**src/rtl/esm_rx_ctrl_report.sv**
```systemverilog
// ESM receiver front-end: config stream parser, AD9361 control, I/Q power windows, 8-word reports.
// Optional build macro ESM_RX_SEQ_CHECK_EN: count config sequence gaps into report w7[7:0].
module esm_rx_ctrl_report #(
    parameter int unsigned AXI_DATA_WIDTH = 32,
    parameter int unsigned ADC_WIDTH      = 16,
    parameter int unsigned IQ_WIDTH       = 12,
    parameter int unsigned REPORT_SAMPLES = 1024,
    parameter logic [31:0] CFG_MAGIC      = 32'h45534D43,
    parameter logic [31:0] RPT_MAGIC      = 32'h45534D52
) (
    input  logic                      Clk,
    input  logic                      Resetn,
    output logic [3:0]                Ad9361_control,
    input  logic [7:0]                Ad9361_status,
    input  logic                      Adc_valid,
    input  logic [ADC_WIDTH-1:0]      Adc_data_i,
    input  logic [ADC_WIDTH-1:0]      Adc_data_q,
    input  logic                      S_axis_valid,
    output logic                      S_axis_ready,
    input  logic [AXI_DATA_WIDTH-1:0] S_axis_data,
    input  logic                      S_axis_last,
    output logic                      M_axis_valid,
    input  logic                      M_axis_ready,
    output logic [AXI_DATA_WIDTH-1:0] M_axis_data,
    output logic                      M_axis_last
);
    localparam int unsigned CntW = $clog2(REPORT_SAMPLES + 1);
    localparam int unsigned PwrW = 2 * IQ_WIDTH;

    typedef enum logic [0:0] {StIdle, StSend} state_e;

    logic                    s_ready_q, magic_ok_q, hdr_ok_q, report_enable_q;
    logic [2:0]              cfg_idx_q;
    logic [31:0]             cfg_seq_q, payload_q, last_cfg_seq_q, cfg_payload;
    logic [3:0]              ctrl_q;
    logic [7:0]              drop_cnt_q, rpt_drop_q, low_byte;
    logic                    cfg_beat, cfg_done, cfg_ok, apply, drop, soft_rst;
    logic [63:0]             pwr_acc_q;
    logic [CntW-1:0]         sample_cnt_q;
    logic                    win_done_q, sample_take, snap_take, snap_drop;
    logic signed [IQ_WIDTH-1:0] iq_i, iq_q;
    logic signed [PwrW-1:0]  sq_i, sq_q;
    logic [PwrW:0]           pwr_sample;
    state_e                  state_q, state_d;
    logic [2:0]              word_q;
    logic [31:0]             rpt_seq_q, snap_cnt_q, snap_cfg_seq_q, snap_w7_q;
    logic [63:0]             snap_pwr_q;
    logic                    unused_bits;

    assign S_axis_ready   = s_ready_q;
    assign Ad9361_control = ctrl_q;

    assign cfg_beat    = S_axis_valid & s_ready_q;
    assign cfg_done    = cfg_beat & S_axis_last;
    assign cfg_ok      = magic_ok_q & hdr_ok_q & (cfg_idx_q >= 3'd4);
    // A 5-word packet closes on w4, so the payload is still on the bus.
    assign cfg_payload = (cfg_idx_q == 3'd4) ? S_axis_data : payload_q;
    assign apply       = cfg_done & cfg_ok;
    assign drop        = cfg_done & ~cfg_ok;
    assign soft_rst    = apply & cfg_payload[24];

    always_ff @(posedge Clk or negedge Resetn) begin
        if (!Resetn) begin
            s_ready_q       <= 1'b0;
            cfg_idx_q       <= 3'd0;
            magic_ok_q      <= 1'b0;
            hdr_ok_q        <= 1'b0;
            cfg_seq_q       <= 32'h0;
            payload_q       <= 32'h0;
            report_enable_q <= 1'b0;
            ctrl_q          <= 4'h0;
            last_cfg_seq_q  <= 32'h0;
            drop_cnt_q      <= 8'h0;
        end else begin
            s_ready_q <= 1'b1;
            if (cfg_beat) begin
                if (S_axis_last) cfg_idx_q <= 3'd0;
                else if (cfg_idx_q != 3'd7) cfg_idx_q <= cfg_idx_q + 3'd1;
                case (cfg_idx_q)
                    3'd0:    magic_ok_q <= (S_axis_data == CFG_MAGIC);
                    3'd1:    cfg_seq_q  <= S_axis_data;
                    3'd2:    hdr_ok_q   <= (S_axis_data[31:16] == 16'h0);
                    3'd4:    payload_q  <= S_axis_data;
                    default: ;
                endcase
            end
            if (apply) begin
                report_enable_q <= cfg_payload[0];
                ctrl_q          <= cfg_payload[11:8];
                last_cfg_seq_q  <= cfg_seq_q;
            end
            if (soft_rst) drop_cnt_q <= 8'h0;
            else if (drop && drop_cnt_q != 8'hFF) drop_cnt_q <= drop_cnt_q + 8'h1;
        end
    end

`ifdef ESM_RX_SEQ_CHECK_EN
    logic       seq_seen_q;
    logic [7:0] seq_err_q;
    always_ff @(posedge Clk or negedge Resetn) begin
        if (!Resetn) begin
            seq_seen_q <= 1'b0;
            seq_err_q  <= 8'h0;
        end else begin
            if (apply) seq_seen_q <= 1'b1;
            if (soft_rst) seq_err_q <= 8'h0;
            else if (apply && seq_seen_q && cfg_seq_q != last_cfg_seq_q + 32'h1 &&
                     seq_err_q != 8'hFF) seq_err_q <= seq_err_q + 8'h1;
        end
    end
    assign low_byte = seq_err_q;
`else
    assign low_byte = drop_cnt_q;
`endif

    assign iq_i        = Adc_data_i[ADC_WIDTH-1 -: IQ_WIDTH];
    assign iq_q        = Adc_data_q[ADC_WIDTH-1 -: IQ_WIDTH];
    assign sq_i        = PwrW'(iq_i) * PwrW'(iq_i);
    assign sq_q        = PwrW'(iq_q) * PwrW'(iq_q);
    assign pwr_sample  = {1'b0, sq_i} + {1'b0, sq_q};
    assign sample_take = Adc_valid & report_enable_q;
    assign snap_take   = win_done_q & (state_q == StIdle);
    assign snap_drop   = win_done_q & (state_q == StSend);

    // The snapshot cycle clears the window; a sample landing in it opens the next one.
    always_ff @(posedge Clk or negedge Resetn) begin
        if (!Resetn) begin
            pwr_acc_q    <= 64'h0;
            sample_cnt_q <= '0;
            win_done_q   <= 1'b0;
        end else if (soft_rst) begin
            pwr_acc_q    <= 64'h0;
            sample_cnt_q <= '0;
            win_done_q   <= 1'b0;
        end else if (win_done_q) begin
            pwr_acc_q    <= sample_take ? 64'(pwr_sample) : 64'h0;
            sample_cnt_q <= sample_take ? CntW'(1) : '0;
            win_done_q   <= 1'b0;
        end else if (sample_take) begin
            pwr_acc_q    <= pwr_acc_q + 64'(pwr_sample);
            sample_cnt_q <= sample_cnt_q + CntW'(1);
            win_done_q   <= (sample_cnt_q == CntW'(REPORT_SAMPLES - 1));
        end
    end

    always_ff @(posedge Clk or negedge Resetn) begin
        if (!Resetn) begin
            word_q         <= 3'd0;
            rpt_seq_q      <= 32'h0;
            rpt_drop_q     <= 8'h0;
            snap_cnt_q     <= 32'h0;
            snap_pwr_q     <= 64'h0;
            snap_cfg_seq_q <= 32'h0;
            snap_w7_q      <= 32'h0;
        end else begin
            if (state_q == StSend && M_axis_ready) word_q <= word_q + 3'd1;
            if (M_axis_valid && M_axis_ready && M_axis_last) rpt_seq_q <= rpt_seq_q + 32'h1;
            if (snap_drop && rpt_drop_q != 8'hFF) rpt_drop_q <= rpt_drop_q + 8'h1;
            if (snap_take) begin
                snap_cnt_q     <= 32'(sample_cnt_q);
                snap_pwr_q     <= pwr_acc_q;
                snap_cfg_seq_q <= last_cfg_seq_q;
                snap_w7_q      <= {Ad9361_status, 4'h0, ctrl_q, rpt_drop_q, low_byte};
            end
        end
    end

    always_ff @(posedge Clk or negedge Resetn) begin
        if (!Resetn) state_q <= StIdle;
        else         state_q <= state_d;
    end

    always_comb begin
        state_d = state_q;
        case (state_q)
            StIdle:  if (snap_take) state_d = StSend;
            StSend:  if (M_axis_ready && word_q == 3'd7) state_d = StIdle;
            default: state_d = StIdle;
        endcase
    end

    always_comb begin
        M_axis_valid = (state_q == StSend);
        M_axis_last  = M_axis_valid && (word_q == 3'd7);
        M_axis_data  = '0;
        if (M_axis_valid) begin
            case (word_q)
                3'd0:    M_axis_data = RPT_MAGIC;
                3'd1:    M_axis_data = rpt_seq_q;
                3'd2:    M_axis_data = 32'h00100000;
                3'd3:    M_axis_data = snap_cfg_seq_q;
                3'd4:    M_axis_data = snap_cnt_q;
                3'd5:    M_axis_data = snap_pwr_q[31:0];
                3'd6:    M_axis_data = snap_pwr_q[63:32];
                default: M_axis_data = snap_w7_q;
            endcase
        end
    end

    assign unused_bits = ^{cfg_payload[31:25], cfg_payload[23:12], cfg_payload[7:1],
                           Adc_data_i[ADC_WIDTH-IQ_WIDTH-1:0], Adc_data_q[ADC_WIDTH-IQ_WIDTH-1:0]};
endmodule

```
**config.mk**
```make
export PLATFORM = sky130hd
export DESIGN_NAME = esm_rx_ctrl_report
export DESIGN_NICKNAME = d
export VERILOG_FILES = /design/src/rtl/esm_rx_ctrl_report.sv
export SDC_FILE = /design/constraint.sdc
export NUM_CORES = 1
export LEC_CHECK = 0
export CORE_MARGIN = 4
export CORE_UTILIZATION = 25
export DETAILED_ROUTE_END_ITERATION = 12
export PLACE_DENSITY_LB_ADDON = 0.25
export SLEW_MARGIN = 40
export SYNTH_ARGS = -nofsm -noshare
export SYNTH_HDL_FRONTEND = slang
export SYNTH_SLANG_ARGS = --single-unit
```
**constraint.sdc**
```tcl
create_clock -name Clk -period 5.9 [get_ports Clk]
set_clock_uncertainty 0.2 [all_clocks]
set_input_delay 0.885 -clock Clk [delete_from_list [all_inputs] [get_ports Clk]]
set_output_delay 0.885 -clock Clk [all_outputs]
set_load 0.01 [all_outputs]
```
==> results of run 1 <==
## cells in the final DEF, fill, tap and decap left out, types with 26 or more instances in the layout
| cell | count |
|---|---|
| and3_1 | 26 |
| dfrtp_1 | 344 |
| buf_6 | 67 |
| buf_4 | 426 |
| xnor2_1 | 96 |
| and2_1 | 34 |
| a21oi_2 | 31 |
| clkdlybuf4s50_1 | 83 |
| ha_1 | 126 |
| nand4_1 | 26 |
| inv_2 | 51 |
| inv_1 | 356 |
| ha_4 | 44 |
| a21oi_1 | 66 |
| mux2_2 | 228 |
| nand2_1 | 169 |
| fa_1 | 231 |
| clkbuf_16 | 43 |
| nand3_1 | 44 |
| xor2_1 | 46 |
| nor2_1 | 137 |
## layout make-up
cell class                      count  area share
Clock inverter                     13     0.00404
Inverter                          417      0.0420
Antenna cell                        1   0.0000652
Sequential cell                   344       0.224
Clock buffer                       60      0.0318
Multi-Input combinational cell   1875       0.512
Tap cell                         1488      0.0485
Timing Repair Buffer              606       0.137
## sequential cells by signal, indices dropped and copies added (netlist names), 3 cells and up
name,flops
rpt_seq_q,32
cfg_seq_q,32
rpt_drop_q,8
word_q,3
payload_q,6
sample_cnt_q,11
pwr_acc_q,64
snap_cfg_seq_q,32
last_cfg_seq_q,32
snap_cnt_q,11
cfg_idx_q,3
Ad9361_control,4
snap_pwr_q,64
drop_cnt_q,8
snap_w7_q,28
## logic make-up after synthesis
| logic type | after synthesis |
|---|---|
| AND/OR/NAND/NOR | 651 |
| buffers and inverters | 516 |
| adder cells (fa/ha/maj) | 425 |
| AO/OA/AOI/OAI | 384 |
| flip-flops | 344 |
| multiplexers | 242 |
| XOR/XNOR | 172 |
| other | 1 |
## stage by stage
| stage | setup WS [ns] | setup TNS, ns | hold WS, ns |
|---|---|---|---|
| after floorplan | -2.35 | -103.23 | 0.242 |
| after global placement | -3.52 | -180.46 | 0.260 |
| after detailed placement | -3.54 | -181.40 | 0.273 |
| after CTS | -2.36 | -111.35 | 0.149 |
| after global routing | -2.53 | -123.88 | 0.311 |
| final | -2.33 | -110.48 | 0.281 |
## worst register-to-register path, cell delays in order (launching register included)
cell       delay [ns]
dfrtp_1          0.41
inv_1            0.08
ha_1             0.27
a21bo_2          0.26
a211oi_4         0.36
or2_2            0.50
buf_4            0.34
o22ai_4          0.10
buf_12           0.16
buf_6            0.13
a2111oi_4        0.35
xnor2_1          0.16
nor2_1           0.05
## routing by layer
layer / up-vias / GRT usage / wire (um)
met1: 10700 / 0.195 / 38300
met2: 278 / 0.221 / 37000
met4: 0 / 0.0235 / 1230
met5: - / 0 / 0
met3: 62 / 0.0143 / 2450
li1: 10200 / - / -
## path summary, 6_finish.rpt
| path | slack (ns) | cells after the start | startpoint | to |
|---|---|---|---|---|
| setup / recovery | -2.33 | 37 | Adc_data_q[15] | pwr_acc_q[40] |
| hold / removal | 0.28 | 1 | sample_cnt_q[10] | win_done_q |
| setup reg to reg | 2.40 | 12 | cfg_idx_q[0] | pwr_acc_q[35] |
| hold reg to reg | 0.28 | 1 | sample_cnt_q[10] | win_done_q |
| max in group asynchronous | 3.68 | 4 | Resetn | rpt_seq_q[5] |
| min in group asynchronous | 0.57 | 2 | Resetn | cfg_idx_q[1] |
## timing repair
action / CTS / global route
pin swaps: 181 / 156
gates resized for setup: 341 / 182
setup buffers: 84 / 31
hold endpoints to repair: 0 / 23
gates cloned: 1 / 1
setup endpoints to repair: 59 / 58
hold buffers: 0 / 1
==> results.txt, run 1 <==
- By area the synthesized netlist is led by dfrtp_1 (31%), fa_1 (17%), mux2_2 (9.2%).
- Of the total synthesized cell area, the portion taken by full adders, half adders and majority gates is 0.257.
- Of the total synthesized cell area, the portion taken by AND, OR, NAND and NOR gates is 0.112.
- Setup repair after global routing could not meet its margin everywhere.
* Antenna violations before repair: 2
- DRT Wirelength: 78.9 mm
- Area post-placement: between 30000 and 40000 sq um
* Post-layout min period: 8.23 ns
* Most prevalent standard cell on the critical path: fa_1
- Sequential cell area: ~8600 sq um
- Crit-path max cell delay: roughly 0.54 ns
* Detailed-route DRC error count: 0
* TritonCTS clock tree: yes
- In this run the tool buffered the top-level ports with roughly 110 buffer cells.
- The number of different library cells used by synthesis comes to 92.
- Maximum fanout encountered on the critical timing path: 4
- Number of global-route vias before repair: 22200
- After synthesis the cells add up to 27800 sq um.
* Residual overflow from global routing: 0
- The detailed router finished its first iteration with 1001 violations.
* Detailed-placement wirelength estimate: 61.4 mm
- Total GRT Usage: 0.135
- Total number of clock tree sinks: 344
* Outcome: finished, violations left
- Area growth from synthesis to layout: 37.9%
- Once layout is complete, the utilization of the core stands at 0.347.
- The initialized floorplan defines about 120 standard-cell rows.
* Post-Layout Inst Area: between 30000 and 40000 sq um
* Failing checks: setup timing
* Max Transition Viols Final: 0
* Multiplexer share of the synthesized area: 0.0973
- Once routing completed, OpenROAD measured the worst setup slack at -2.33 ns.
* Clock root cell: clkbuf_16
- CP max-delay cell: fa_1
* Number of maximum-capacitance violations: 0
* Transition time at the pin with the least slew margin: between 0.7 and 0.8 ns
- Standard cell core area: 111000 sq um
* Synthesized-area fraction occupied by ao, oa, aoi and oai cells: 0.0992
- Share of post-route cells with drive strength above 1: 0.373
- Part of the cycle the worst path needs: 1.39
- By area, the combinational part of the netlist is dominated by adder cells.
* Detail-routed via count per cell: 4.44
- The worst setup path is captured at a register.
- The net count of the finished layout is 3787.
- Sum of buffers and inverters on the critical path: 11
- Number of cells in the design after placement: around 4600
* Die Footprint: 117000 sq um
* Count of filler cells inserted in the layout: about 11000
- Counting along the longest clock path gives a buffer depth of 3.
- Synthesis handed over a netlist of between 2000 and 3000 instances.
- Clock transition at the registers of the reported paths: about 0.060 ns
* Number of hold-slack violations in the final timing report: 0
- Clock latency of the later-clocked register in the worst-skew pair: around 0.56 ns
- Xor and xnor area share after synthesis: 0.0542
- A synthesized cell averages slightly above 10 sq um.
* Area of the multi-input gates: 19600 sq um
- In this run the count of I/O pins placed on the die edge is ~120.
* Area fraction of the dominant cell type after synthesis: 0.309
* Share of async-settable or async-resettable flops after synthesis: 1.00
- The initial utilization of the core area, before any placement, comes to 0.252.
* Length of the first detailed-routing pass in iterations: 6
- Largest area contributor in the netlist: dfrtp_1
* Most instantiated cells after synthesis: inv_1 (416), dfrtp_1 (344), fa_1 (243), mux2_2 (228), nand2_1 (199)
- Entering global routing, the biggest net connects 143 pins.
- inv_1 is the most common cell in the netlist.
* Weighted congestion at the end of routability-driven global placement: slightly above 0.8
- Number of nets produced by synthesis: 3238
* Floorplan die height: 342 um
- Antenna-violating nets left: 0
- By startpoint and endpoint, the worst setup path is classified as in -> reg.
- Kind of cell with the highest combined delay on the critical path: adder cells
- Yosys Warn Count: 0
- Post-layout instance count excluding filler cells: 4804
* Per-cell routed wire length: 16.4 um
- STA classifies the critical path startpoint as an input port.
* Worst slew margin: 0.478
- For this run, the register share of the synthesized area comes to 0.309.
- Maximum achievable frequency: 122 MHz
- The detailed router placed 21300 vias in this run.
- In this run the number of H-tree levels came out at 2.
* EDFF count, synth: 0
* First-pass GRT wire length: 126 mm
- The worst hold path belongs to the class reg -> reg.
* Required time at the endpoint of the critical path: a little over 6 ns
* Arrival time at the worst endpoint: 8.51 ns
- The number of clock buffers added by TritonCTS is 40.
- The die is around 340 um wide.
* Number of synthesized register bits: 344
- Setup violations remaining at the end of the flow were counted as 57.
- Most used flip-flop cell after synthesis: dfrtp_1
Power of run 1 is not shown: default switching activity piles up to over one toggle a cycle in this logic, so the estimate is an artifact.
==> run 2, diff against run 1 <==
--- a/config.mk
+++ b/config.mk
@@ -5,6 +5,7 @@
 export SDC_FILE = /design/constraint.sdc
 export NUM_CORES = 1
 export LEC_CHECK = 0
+export CAP_MARGIN = 20
 export CORE_MARGIN = 4
 export CORE_UTILIZATION = 25
 export DETAILED_ROUTE_END_ITERATION = 12
==> results of run 2 <==
Same layout as run 1: the final DEF is identical, and so are final timing and power.
Power of run 2 is left out for the same reason.
==> run 3, diff against run 2 <==
--- a/config.mk
+++ b/config.mk
@@ -8,6 +8,8 @@
 export CAP_MARGIN = 20
 export CORE_MARGIN = 4
 export CORE_UTILIZATION = 25
+export CTS_CLUSTER_DIAMETER = 150
+export CTS_CLUSTER_SIZE = 24
 export DETAILED_ROUTE_END_ITERATION = 12
 export PLACE_DENSITY_LB_ADDON = 0.25
 export SLEW_MARGIN = 40
==> results.txt, run 3 (synthesis results as in run 1) <==
- Detailed-placement wirelength estimate: 61.4 mm
* Standard-cell rows: between 100 and 150
* Unrepaired setup endpoints after global routing: true
- Setup crit start kind: input port
- The top cell types in the final layout, fill and taps aside, are buf_4 (442), inv_1 (351), dfrtp_1 (344).
- In this run, CTS created clock tree buffers numbering 18.
- Maximum fanout encountered on the critical timing path: 6
* Number of failing setup endpoints in the final timing report: 57
- 117 I/O pins were placed.
* Post-layout min period: slightly above 8 ns
- Total GRT Usage: 0.133
- The final reports fail on setup timing.
* Standard cell core area: 111000 sq um
- From left edge to right edge, the die measures roughly 340 um.
- Outcome: finished, violations left
* Worst slew margin: 0.465
- Leaving out fill and tap cells, the most frequent cell in the layout is buf_4.
- Clock root cell: clkbuf_16
- Source of the worst register-to-register timing path: pwr_acc_q[28]
* Setup slack after layout: -2.36 ns
- The initial utilization of the core area, before any placement, comes to 0.252.
- Per-cell routed wire length: around 17 um
* Part of the cycle the worst path needs: 1.40
- Detailed-route DRC error count: 0
- The final layout contains routed wiring with a total length of 79.0 mm.
- The setup check on the worst reg-to-reg path leaves a slack of 2.36 ns.
- Crit-path max cell delay: 0.55 ns
- Drt first-iter violations: 1030
* Most prevalent standard cell on the critical path: fa_1
- WHS Path Cells: 1
- Floorplan die height: 342 um
- Data on the critical path arrives at its endpoint at 8.48 ns.
- The area growth from synthesis to layout is 36.5%.
* Biggest regs: pwr_acc_q x64, snap_pwr_q x64
- Util after Layout: 0.344
- Maximum achievable frequency: 121 MHz
- The startpoint identified for the worst hold timing path is sample_cnt_q[10].
- The congestion estimate from routability-driven global placement came to 0.811.
* Antenna violations before repair: 2
- The count of nets left with antenna violations once routing finished came out at 0.
- Required time at the endpoint of the critical path: between 6 and 7 ns
* Setup crit end kind: register
- In this run the critical register-to-register path is captured at pwr_acc_q[61].
- After clock tree synthesis, the clock-pin slew on the worst setup and hold paths is 0.10 ns.
* Pin count of the biggest net entering global routing: 143
- Using the TritonRoute via totals, the vias-per-cell ratio works out to between 4 and 5.
- R2R depth: 8
* CP max-delay cell: fa_1
- Hold-critical path endpoint: win_done_q
- First-pass GRT wire length: ~130 mm
* Die Footprint: roughly 120000 sq um
- CTS built an H-tree with a depth of 1.
* Clock latency of the later-clocked register in the worst-skew pair: roughly 0.54 ns
- Hold timing on the final database bottoms out at a slack of roughly 0.29 ns.
- Tracing the worst setup path back leads to its startpoint at Adc_data_q[6].
- Number of maximum-capacitance violations: 0
* Number of nets in the finished design: 3789
- Share of post-route cells with drive strength above 1: 0.379
- TritonCTS built the clock tree.
- For this design, the sink count on the clock tree is 344.
- Number of hold-slack violations in the final timing report: 0
- During placement, the flow inserted port buffers numbering 108.
- Number of global-route vias before repair: 22100
* Length of the first detailed-routing pass in iterations: 6
- No sink is reached through more buffers than the 3 on the longest clock path.
- The critical path is of the in -> reg type.
* Residual overflow from global routing: 0
* Transition time at the pin with the least slew margin: 0.795 ns
* Path class of the lowest-slack min-delay path: reg -> reg
- The number of max-slew violations in the final report came to 0.
* Overall via count from detail_route: 21200
## run 3: cell count changes in the layout (fill, tap and decap cells not counted), moves of 6 or more
| cell | delta |
|---|---|
| clkbuf_16 | -23 |
| buf_4 | +16 |
| buf_6 | +11 |
| clkbuf_8 | -10 |
| xnor2_2 | +10 |
| xnor2_1 | -9 |
| clkbuf_1 | -8 |
| clkinv_2 | -8 |
| ha_4 | +6 |
| nand2_1 | -6 |
## run 3: final cells by class
class / instances / area, sq um
repair buffers: 630 / 5500
multi-input cells: 1875 / 19900
inverters: 417 / 1620
flip-flops and latches: 344 / 8610
clock inverters: 1 / 16.3
well taps: 1488 / 1860
clock buffers: 19 / 475
fillers: 11300 / 72500
diodes: 1 / 2.50
## run 3: what timing repair did
item / in CTS / in global routing
hold buffers: 0 / 1
setup buffers: 89 / 55
cloned: 1 / 1
setup endpoints to repair: 59 / 58
hold endpoints to repair: 0 / 23
pin swaps: 209 / 203
gates resized for setup: 372 / 210
## run 3: how the worst max path moves through the flow
stage	depth (start not counted)	end	slack [ns]
global placement	32	pwr_acc_q[53]	-3.52
CTS	38	pwr_acc_q[60]	-2.36
detailed placement	33	pwr_acc_q[53]	-3.54
floorplan	32	pwr_acc_q[58]	-2.35
finish	37	pwr_acc_q[49]	-2.36
global route	38	pwr_acc_q[49]	-2.58
## run 3: critical path: cells and delay by family
| family | cells | cell delay (ns) |
|---|---|---|
| adders and majority gates | 8 | 3.44 |
| xor gates and xnor gates | 3 | 0.30 |
| and+or+nand+nor | 7 | 1.16 |
| buffers and inverters | 11 | 1.18 |
| AOI/OAI and AO/OA | 8 | 1.49 |
## run 3: layer usage
layer	global-route usage	routed length, um	part of all wire
met5	0	0	0
met4	0.0177	1090	0.014
met3	0.00972	1870	0.024
met2	0.223	37400	0.47
met1	0.194	38700	0.49
## run 3: metrics by stage
| stage | setup TNS [ns] | worst slack, ns | std cells | area, sq um |
|---|---|---|---|---|
| 2_1_floorplan | -103.23 | -2.35 | 2735 | 28800 |
| 3_3_place_gp | -180.46 | -3.52 | 4626 | 34200 |
| 3_5_place_dp | -181.40 | -3.54 | 4626 | 34300 |
| 4_1_cts | -112.25 | -2.36 | 4730 | 36700 |
| 5_1_grt | -124.32 | -2.58 | 4774 | 38000 |
| 6_report | -110.33 | -2.36 | 4775 | 38000 |
Power of run 3 is left out for the same reason.
